**src/rtl/mb_pkg.sv**
```systemverilog
// Shared types and constants for the Math Box sequencer slice.
// Latency: n/a (types and constants only).
// Backpressure: n/a.
package mb_pkg;

  localparam int MB_CMD_W      = 5;
  localparam int MB_ADDR_W     = 8;
  localparam int MB_STEP_W     = 8;
  localparam int MB_WDOG_LIMIT = 255;

  typedef enum logic [2:0] {
    ST_IDLE   = 3'd0,
    ST_LOOKUP = 3'd1,
    ST_LOAD   = 3'd2,
    ST_RUN    = 3'd3,
    ST_FINISH = 3'd4
  } mb_seq_state_t;

  // BUSY covers everything from command acceptance through the last RUN cycle.
  function automatic logic mb_is_busy_state(input mb_seq_state_t s);
    return (s == ST_LOOKUP) || (s == ST_LOAD) || (s == ST_RUN);
  endfunction

endpackage

```
**src/rtl/mb_step_watchdog.sv**
```systemverilog
// Step counter for RUN: cleared in LOAD, incremented each RUN cycle, flags the limit.
// Latency: limit_hit is combinational in the RUN cycle whose increment reaches LIMIT.
// Backpressure: none; counts every cycle inc is high.
module mb_step_watchdog
  import mb_pkg::*;
#(
  parameter int unsigned LIMIT = MB_WDOG_LIMIT
) (
  input  logic clk,
  input  logic rst_n,
  input  logic clr,
  input  logic inc,
  output logic limit_hit
);

  logic [MB_STEP_W-1:0] cnt_q, cnt_d;
  logic [MB_STEP_W:0]   cnt_next;

  // Next count: clear wins over increment.
  always_comb begin
    cnt_d = cnt_q;
    if (clr) begin
      cnt_d = '0;
    end else if (inc) begin
      cnt_d = cnt_q + 1'b1;
    end
  end

  // Compare the post-increment value so LIMIT RUN cycles elapse before the hit.
  assign cnt_next  = {1'b0, cnt_q} + 1'b1;
  assign limit_hit = inc && (cnt_next == LIMIT[MB_STEP_W:0]);

  // Counter register with synchronous active-low reset.
  always_ff @(posedge clk) begin
    if (!rst_n) begin
      cnt_q <= '0;
    end else begin
      cnt_q <= cnt_d;
    end
  end

endmodule

```
**src/rtl/mb_sequencer.sv**
```systemverilog
// Math Box sequencer: CPU command -> A1 start address -> PC load, then run until STOP.
// Latency: write-to-DONE is N+3 cycles for an N-word program (4 for a single word).
// Backpressure: none; writes while busy (incl. FINISH) are dropped and set OVERRUN.
// Optional runaway abort is built when MB_WATCHDOG_EN is defined.
module mb_sequencer
  import mb_pkg::*;
#(
  parameter int unsigned WDOG_LIMIT = MB_WDOG_LIMIT
) (
  input  logic                 CLK,
  input  logic                 RESET_N,
  input  logic                 CPU_WR,
  input  logic [MB_CMD_W-1:0]  CPU_ADDR,
  output logic [MB_CMD_W-1:0]  CMD_ADDR,
  input  logic [MB_ADDR_W-1:0] START_ADDR,
  input  logic                 STOP,
  output logic [MB_ADDR_W-1:0] ADDR_OUT,
  output logic                 PCEN,
  output logic                 BUSY,
  output logic                 DONE,
  output logic                 OVERRUN,
  output logic                 TIMEOUT
);

  mb_seq_state_t state_q, state_d;

  logic [MB_CMD_W-1:0]  cmd_addr_q, cmd_addr_d;
  logic [MB_ADDR_W-1:0] addr_out_q, addr_out_d;
  logic                 busy_q, busy_d;
  logic                 overrun_q, overrun_d;
  logic                 accept;
  logic                 wdog_hit;

  assign accept = (state_q == ST_IDLE) && CPU_WR;

`ifdef MB_WATCHDOG_EN
  logic timeout_q, timeout_d;

  mb_step_watchdog #(
    .LIMIT (WDOG_LIMIT)
  ) u_step_watchdog (
    .clk       (CLK),
    .rst_n     (RESET_N),
    .clr       (state_q == ST_LOAD),
    .inc       (state_q == ST_RUN),
    .limit_hit (wdog_hit)
  );

  // TIMEOUT: cleared by an accepted write, set only when the limit wins over STOP.
  always_comb begin
    timeout_d = timeout_q;
    if (accept) begin
      timeout_d = 1'b0;
    end else if ((state_q == ST_RUN) && wdog_hit && !STOP) begin
      timeout_d = 1'b1;
    end
  end

  // TIMEOUT register.
  always_ff @(posedge CLK) begin
    if (!RESET_N) begin
      timeout_q <= 1'b0;
    end else begin
      timeout_q <= timeout_d;
    end
  end

  assign TIMEOUT = timeout_q;
`else
  assign wdog_hit = 1'b0;
  assign TIMEOUT  = 1'b0;
`endif

  // State register.
  always_ff @(posedge CLK) begin
    if (!RESET_N) begin
      state_q <= ST_IDLE;
    end else begin
      state_q <= state_d;
    end
  end

  // Next-state logic; RUN exits on STOP or, when built in, the step limit.
  always_comb begin
    state_d = state_q;
    unique case (state_q)
      ST_IDLE:   if (CPU_WR) state_d = ST_LOOKUP;
      ST_LOOKUP: state_d = ST_LOAD;
      ST_LOAD:   state_d = ST_RUN;
      ST_RUN:    if (STOP || wdog_hit) state_d = ST_FINISH;
      ST_FINISH: state_d = ST_IDLE;
      default:   state_d = ST_IDLE;
    endcase
  end

  // Output decode: PCEN and DONE come straight off the state register.
  always_comb begin
    PCEN = (state_q == ST_RUN);
    DONE = (state_q == ST_FINISH);
  end

  // Next values for the registered outputs.
  always_comb begin
    cmd_addr_d = cmd_addr_q;
    addr_out_d = addr_out_q;
    overrun_d  = overrun_q;
    busy_d     = mb_is_busy_state(state_d);
    if (accept) begin
      cmd_addr_d = CPU_ADDR;
      overrun_d  = 1'b0;
    end else if (CPU_WR) begin
      overrun_d  = 1'b1;
    end
    // START_ADDR settles during LOOKUP, one cycle after CMD_ADDR was registered.
    if (state_q == ST_LOOKUP) begin
      addr_out_d = START_ADDR;
    end
  end

  // Registered outputs.
  always_ff @(posedge CLK) begin
    if (!RESET_N) begin
      cmd_addr_q <= '0;
      addr_out_q <= '0;
      busy_q     <= 1'b0;
      overrun_q  <= 1'b0;
    end else begin
      cmd_addr_q <= cmd_addr_d;
      addr_out_q <= addr_out_d;
      busy_q     <= busy_d;
      overrun_q  <= overrun_d;
    end
  end

  assign CMD_ADDR = cmd_addr_q;
  assign ADDR_OUT = addr_out_q;
  assign BUSY     = busy_q;
  assign OVERRUN  = overrun_q;

endmodule

```
**config.mk**
```make
export PLATFORM = sky130hd
export DESIGN_NAME = mb_sequencer
export DESIGN_NICKNAME = d
export VERILOG_FILES = /design/src/rtl/mb_pkg.sv /design/src/rtl/mb_step_watchdog.sv /design/src/rtl/mb_sequencer.sv
export SDC_FILE = /design/constraint.sdc
export NUM_CORES = 1
export LEC_CHECK = 0
export CAP_MARGIN = 20
export CORE_UTILIZATION = 44
export CTS_BUF_LIST = sky130_fd_sc_hd__clkbuf_4
export CTS_CLUSTER_DIAMETER = 120
export DETAILED_ROUTE_END_ITERATION = 8
export PLACE_DENSITY_LB_ADDON = 0.25
export SLEW_MARGIN = 20
export SYNTH_ARGS = -nofsm -noshare
export SYNTH_HDL_FRONTEND = slang
export SYNTH_SLANG_ARGS = --single-unit
```
**constraint.sdc**
```tcl
create_clock -name CLK -period 3.3 [get_ports CLK]
set_clock_uncertainty 0.05 [all_clocks]
set_input_delay 0.66 -clock CLK [delete_from_list [all_inputs] [get_ports CLK]]
set_output_delay 0.66 -clock CLK [all_outputs]
set_load 0.005 [all_outputs]
```
# == Yosys cells after proc, flatten, opt, wreduce, memory -nomap -nowiden ==
# Index checks and enable logic that the tools add are counted.
# totals
n_memories,0
romBits,0
ff_bits,18
ram_bits,0
latchBits,0
# classes
bitwise,1
n_eq_ne,7
addsub,0
multipliers,0
n_reduce_logical,5
mux,3
n_shift,0
n_lt_le_gt_ge,0
div_mod_pow,0
# op_table
cell,n
== test 3 x 2 -> 1 bit (second input constant),4
one-hot mux 3 bit (4 select lines),1
== test 3 x 1 -> 1 bit (second input constant),2
2-to-1 mux 3 bit,2
== test 3 bit (second input constant),1
logical NOT 3 bit,1
logical OR 1 bit,2
OR reduction 2 bit,1
logical AND 1 bit,1
NOT 1 bit,1

# == Longest topological paths before layout ==
# Gate-level depths: netlist (run 1).
# logic_depth
word_depth,5
mapped_depth,4

# == Worst setup path after synthesis (run 1) ==
# Ideal clock, no wire load.
# synth_path
kind,input to register
startpoint,input RESET_N
endpoint,"register cmd_addr_q[0], in the netlist CMD_ADDR[0]"
t_required_ns,3.178
path_buffers,2
setup_time_ns,0.072
path_stages,4
setup_slack_ns,1.904
arrival_ns,1.274
path_cell_list,buf_2 buf_1 nand2_1 mux2i_1
# synth_rtl
element,line,source
from (decl),mb_sequencer.sv:11,"input logic RESET_N,"
to (signal assigned),mb_sequencer.sv:128,cmd_addr_q <= cmd_addr_d;
to (decl),mb_sequencer.sv:27,"logic [MB_CMD_W-1:0] cmd_addr_q, cmd_addr_d;"

# == Worst setup path after layout (run 1) ==
# layout_path
startpoint,register state_q[1]
endpoint,output DONE
# layout_between
elab_chain_len,1
# layout_rtl
element,line,source
from (decl),mb_sequencer.sv:25,"mb_seq_state_t state_q, state_d;"
from (signal assigned),mb_sequencer.sv:79,state_q <= state_d;
== test 3 bit,mb_sequencer.sv:99,DONE = (state_q == ST_FINISH);
to (decl),mb_sequencer.sv:20,"output logic DONE,"
# Every way passes these cells.

==> results of run 1 <==
==> per-layer routing <==
layer  wire length [microns]  up-vias  track usage
met5                       0        -            0
met4                       0        0       0.0364
met3                     109        0       0.0511
met2                     703       21        0.315
met1                     630      281        0.225
li1                        -      325            -
==> worst max-delay path: stages, from the launching register on <==
cell and delay [ns]:
dfxtp_1 0.40, nor2_1 0.17, and2_1 0.14, clkdlybuf4s50_1 0.49
==> power groups by stage <==
stage | combinational (W) | clock [W] | sequential [W]
2_1_floorplan | 0.0000444 | 0 | 0.000248
3_3_place_gp | 0.0000919 | 0 | 0.000249
3_5_place_dp | 0.0000939 | 0 | 0.000250
4_1_cts | 0.0000942 | 0.000107 | 0.000245
5_1_grt | 0.000102 | 0.000120 | 0.000248
6_report | 0.0000929 | 0.000105 | 0.000245
==> stage by stage <==
step | utilization | worst slack [ns] | cell area (sq um)
5_1_grt | 0.709 | 1.01 | 1090
2_1_floorplan | - | 1.90 | 742
3_5_place_dp | 0.694 | 1.26 | 1070
4_1_cts | 0.709 | 1.11 | 1090
3_3_place_gp | 0.694 | 1.28 | 1070
6_report | 0.709 | 1.10 | 1090
==> cell type report <==
class	count	area share
tap	16	0.0183
sequential	18	0.330
multi-input combinational	57	0.315
clock buffer	3	0.0206
timing repair buffer	35	0.316
==> flip-flops by register name, indices dropped and copies added (netlist names) <==
register	cells
CMD_ADDR	5
state_q	3
OVERRUN	1
ADDR_OUT	8
BUSY	1
==> kinds of logic (layout without fill, tap and decap cells) <==
family,Yosys count,count (layout),share of synthesized area
AND/OR/NAND/NOR,40,40,0.256
flip-flops,18,18,0.486
multiplexers,13,13,0.175
AO/OA/AOI/OAI,3,3,0.0270
buffers and inverters,6,38,0.0506
other,1,1,0.00505
==> layout by cell type, fill, tap and decap left out <==
| master | netlist | layout |
|---|---|---|
| a21bo_2 | 1 | 1 |
| a21oi_1 | 1 | 1 |
| and2_1 | 1 | 1 |
| and3_1 | 1 | 1 |
| buf_4 | 1 | 2 |
| clkbuf_4 | 0 | 3 |
| clkdlybuf4s50_1 | 0 | 33 |
| conb_1 | 1 | 1 |
| dfxtp_1 | 18 | 18 |
| mux2i_1 | 13 | 13 |
| nand2_1 | 27 | 27 |
| nand2b_1 | 2 | 2 |
| nor2_1 | 3 | 3 |
| nor2b_1 | 1 | 1 |
| nor3_1 | 3 | 3 |
| nor3b_1 | 1 | 1 |
| nor4b_4 | 1 | 1 |
| o21ai_0 | 1 | 1 |
==> worst max-delay path by stage <==
| stage | depth (start not counted) | slack (ns) | startpoint | to |
|---|---|---|---|---|
| CTS | 3 | 1.11 | state_q[1] | DONE |
| floorplan | 4 | 1.90 | RESET_N | CMD_ADDR[0] |
| global placement | 3 | 1.28 | CPU_WR | CMD_ADDR[1] |
| global route | 3 | 1.01 | state_q[0] | PCEN |
| detailed placement | 3 | 1.26 | CPU_WR | CMD_ADDR[2] |
| finish | 3 | 1.10 | state_q[1] | DONE |
==> metrics.md, run 1 <==
| Metric | Value |
|---|---|
| Status | finished, final reports clean |
| First-pass GRT wire length | 2.62 mm |
| Area delta synth->final | 47.2% |
| Synthesized cell area | 742 sq um |
| Overflow after GRT | 0 |
| Post-Synthesis Mean Instance Area | 9.16 sq um |
| Detailed-route via count | 627 |
| WS Path Type | reg2out |
| Top post-synthesis cells by count | nand2_1, dfxtp_1, mux2i_1 |
| Inserted Diodes | 0 |
| Reg clk slew, reported paths | 0.10 ns |
| Tmin final | 2.20 ns |
| Ranking of synthesized cells by area | dfxtp_1, mux2i_1, nand2_1 |
| Arr. time, crit path | 1.49 ns |
| Layout cells sized above 1 | 0.0619 |
| Vias in the first global route | 630 |
| Setup_tns | 0 ns |
| Hold Slack | 0.412 ns |
| Die area | 1850 sq um |
| Final GP Congestion | 0.697 |
| H-tree depth | 1 |
| Crit start category | register |
| Slew headroom | 0.647 |
| Ys Warns | 0 |
| Fin crit share | 0.666 |
| Reg2Reg Depth | 2 |
| R2R Setup Slk | 1.98 ns |
| Register area share after synthesis | 0.486 |
| Sequential Power Share | 0.553 |
| Clock Latency Late Sink | 0.28 ns |
| Sw frac | 0.241 |
| 1st-iter DRT viols | 7 |
| Tot Pwr | 0.000444 W |
| Post-synth top area share | 0.486 |
| LEAKAGE | 0.434 nW |
| Syn Inst Count | 81 |
| Worst-path fanout max | 7 |
| Reg-to-reg endpoint | CMD_ADDR[2] |
| DPL Wire Length | 1.07 mm |
| Non-Filler Instances | 129 |
| HP Class | reg2reg |
| Reg2reg start | state_q[1] |
| Syn Nets | 98 |
| Final wirelength | 1.44 mm |
| Clock Path Buffers | 2 |
| Largest area contributor in the netlist | dfxtp_1 |
| Routed Antenna Nets | 0 |
| IO Count | 35 |
| Reg area | 360 sq um |
| Post-placement cell count | 126 |
| Initial antenna violation count | 0 |
| CTS tree | built |
| Port Buffers | 33 |
| Max-slew violation count | 0 |
| Maximum clock frequency | 455 MHz |
| Drt drc | 0 |
| Sink Count | 18 |
| Initial Util | 0.481 |
| Worst Tran Pin Value | 0.527 ns |
| Placeable Area | 1540 sq um |
| Internal power | 0.000337 W |
| Cell Pwr Density | 406 nW/um^2 |
| Vias per Instance | 4.86 |
| Overall routing resource usage | 0.182 |
| Final setup vio count | 0 |
| Hold Startpoint | CMD_ADDR[3] |
| Largest net degree at the start of global routing | 17 |
| CTS Root Cell | clkbuf_4 |
| Total Nets Final | 132 |
| Dominant synthesized flop cell | dfxtp_1 |
| Ys async rst share | 0 |
| Worst EP required | 2.59 ns |
| Yosys reg bits | 18 |
| Wirelength per Cell | 11.2 microns |
| Die H | 43.1 microns |
| FILL cells | 129 |
| Hold_buf cts | 0 |
| Hold depth | 2 |
| DRT Pass-1 Iters | 4 |
| Post_cts resized | 0 |
| FP Rows | 14 |
| Area of the multi-input gates | 344 sq um |
| Switching pwr | 0.000107 W |
| VDD IR max | 0.000288 V |
| RSZ-0062 raised after global routing | no |
| Die width | 43.1 microns |
| CTS Buf Count | 3 |
| Number of post-CTS setup repair buffers | 0 |
| Post-synthesis cell type count | 19 |
| Maxcap violations | 0 |
| Setup crit end kind | output pin |
| Final Hold Viols | 0 |
| Cell with the most instances after synthesis | nand2_1 |
| Post-synth EDFFs | 0 |
| Worst Hold Path EP | CMD_ADDR[3] |
| Comb power frac | 0.209 |
| Clock share of power | 0.237 |
Note: power is estimated with default switching activity, not from simulation.
==> inputs of run 2 (changes only) <==
- CORE_UTILIZATION: 44 -> 41
- clock period: 3.3 -> 2.2 ns (I/O delays scaled with it)
==> run 2 against run 1 <==
Net effect: flip-flop and latch count is the same; first-iteration DRC count is 29% lower; power increased by 50%; sequential share of layout area fell by 0.45 points; utilization fell by 6.0 points; wire length down 4.4%; critical path depth stayed put; worst hold slack got worse by 0.0067 ns; sequential power is 50% higher; combinational power grew 50%.
==> metrics.md, run 2 (synthesized netlist as in run 1, its figures left out) <==
| Metric | Value |
|---|---|
| Status | finished, final reports clean |
| Commonest non-fill, non-tap cells in the layout | clkdlybuf4s50_1, nand2_1, dfxtp_1, mux2i_1 |
| WL met3 | 96 microns |
| Max-slew violation count | 0 |
| Layout cells sized above 1 | 0.0614 |
| Final worst slack | 0.243 ns |
| CTS Buf Count | 3 |
| Wirelength per Cell | 9.92 microns |
| Clock Latency Late Sink | 0.28 ns |
| Final Hold Viols | 0 |
| Maximum clock frequency | 511 MHz |
| Overflow after GRT | 0 |
| Die width | 44.5 microns |
| Die area | 1980 sq um |
| Initial antenna violation count | 0 |
| Worst Tran Pin Value | 0.513 ns |
| Sink Count | 18 |
| Pre-CTS setup slack | 0.389 ns |
| RSZ-0062 raised after global routing | no |
| Total Nets Final | 132 |
| Core Util, Final | 0.648 |
| Met2 WL post-DR | 618 microns |
| Wl on met1 | 651 microns |
| CTS Root Cell | clkbuf_4 |
| H-tree depth | 1 |
| 1st-iter DRT viols | 5 |
| Drt drc | 0 |
| Routed Antenna Nets | 0 |
| WS Path Type | reg2out |
| Worst EP required | 1.71 ns |
| Vias in the first global route | 555 |
| CTS tree | built |
| Inserted Diodes | 0 |
| Die H | 44.5 microns |
| Port Buffers | 33 |
| Initial Util | 0.434 |
| Hold_buf cts | 0 |
| Maxcap violations | 0 |
| Clock Path Buffers | 2 |
| Post_cts resized | 0 |
| Cell Pwr Density | 600 nW/um^2 |
| FP Rows | 15 |
| Final GP Congestion | 0.745 |
| Max reg flops | 8 |
| Worst-path fanout max | 8 |
| Arr. time, crit path | 1.47 ns |
| DRT Pass-1 Iters | 5 |
| Largest net degree at the start of global routing | 19 |
| Detailed-route via count | 613 |
| IO Count | 35 |
| First-pass GRT wire length | 2.30 mm |
| LEAKAGE | 0.436 nW |
| Tmin final | 1.96 ns |
| Crit start category | register |
| Reg clk slew, reported paths | 0.09 ns |
| Fin crit share | 0.889 |
| Setup_tns | 0 ns |
| Number of post-CTS setup repair buffers | 0 |
| Tot Pwr | 0.000664 W |
| Slew headroom | 0.656 |
| DPL Wire Length | 1.01 mm |
| Setup crit end kind | output pin |
| Final wirelength | 1.38 mm |
| Vias per Instance | 4.41 |
| HP Class | reg2reg |
| Most common cell after layout, fill and taps aside | clkdlybuf4s50_1 |
| Overall routing resource usage | 0.161 |
| Final setup vio count | 0 |
| Max layer used | met4 |
| VDD IR max | 0.000354 V |
| Placeable Area | 1710 sq um |
| Area delta synth->final | 49.2% |
==> run 2: changes by cell type in the layout (fill, tap and decap cells not counted) <==
cell,previous run,this run
clkinv_1,0,1
==> run 2: worst max-delay path: stages (launching register included) <==
cell and delay [ns]:
dfxtp_1 0.49, nand2_1 0.09, nor2_1 0.10, clkdlybuf4s50_1 0.50
==> run 2: path summary, 6_finish.rpt <==
kind	cells past startpoint	endpoint	slack, ns	from
setup reg to reg	2	CMD_ADDR[3]	0.90	state_q[1]
setup / recovery	3	PCEN	0.24	state_q[0]
hold reg to reg	2	CMD_ADDR[0]	0.41	CMD_ADDR[0]
hold / removal	2	CMD_ADDR[0]	0.41	CMD_ADDR[0]
==> run 2: cell type report <==
| type | instances | area, sq um |
|---|---|---|
| tap | 25 | 31.3 |
| timing repair buffer | 35 | 345 |
| multi-input combinational | 57 | 344 |
| clock inverter | 1 | 3.75 |
| sequential | 18 | 360 |
| clock buffer | 3 | 22.5 |
| fill | 146 | 601 |
==> run 2: metal layers <==
layer / global-route usage / vias to the layer above
met2: 0.244 / 24
met4: 0.0909 / 0
met3: 0.0449 / 2
met1: 0.206 / 264
li1: - / 323
met5: 0 / -
==> run 2: stage by stage <==
stage | hold WS [ns] | cells | area, sq um
2_1_floorplan | 0.401 | 81 | 742
4_1_cts | 0.413 | 139 | 1110
5_1_grt | 0.442 | 139 | 1110
6_report | 0.406 | 139 | 1110
3_3_place_gp | 0.393 | 135 | 1080
3_5_place_dp | 0.397 | 135 | 1080
==> run 2: report_power, final <==
part	total, W	internal [W]	switching [W]
Combinational	0.000139	0.0000914	0.0000476
Clock	0.000158	0.0000657	0.0000923
Sequential	0.000367	0.000350	0.0000172
Total	0.000664	0.000507	0.000157
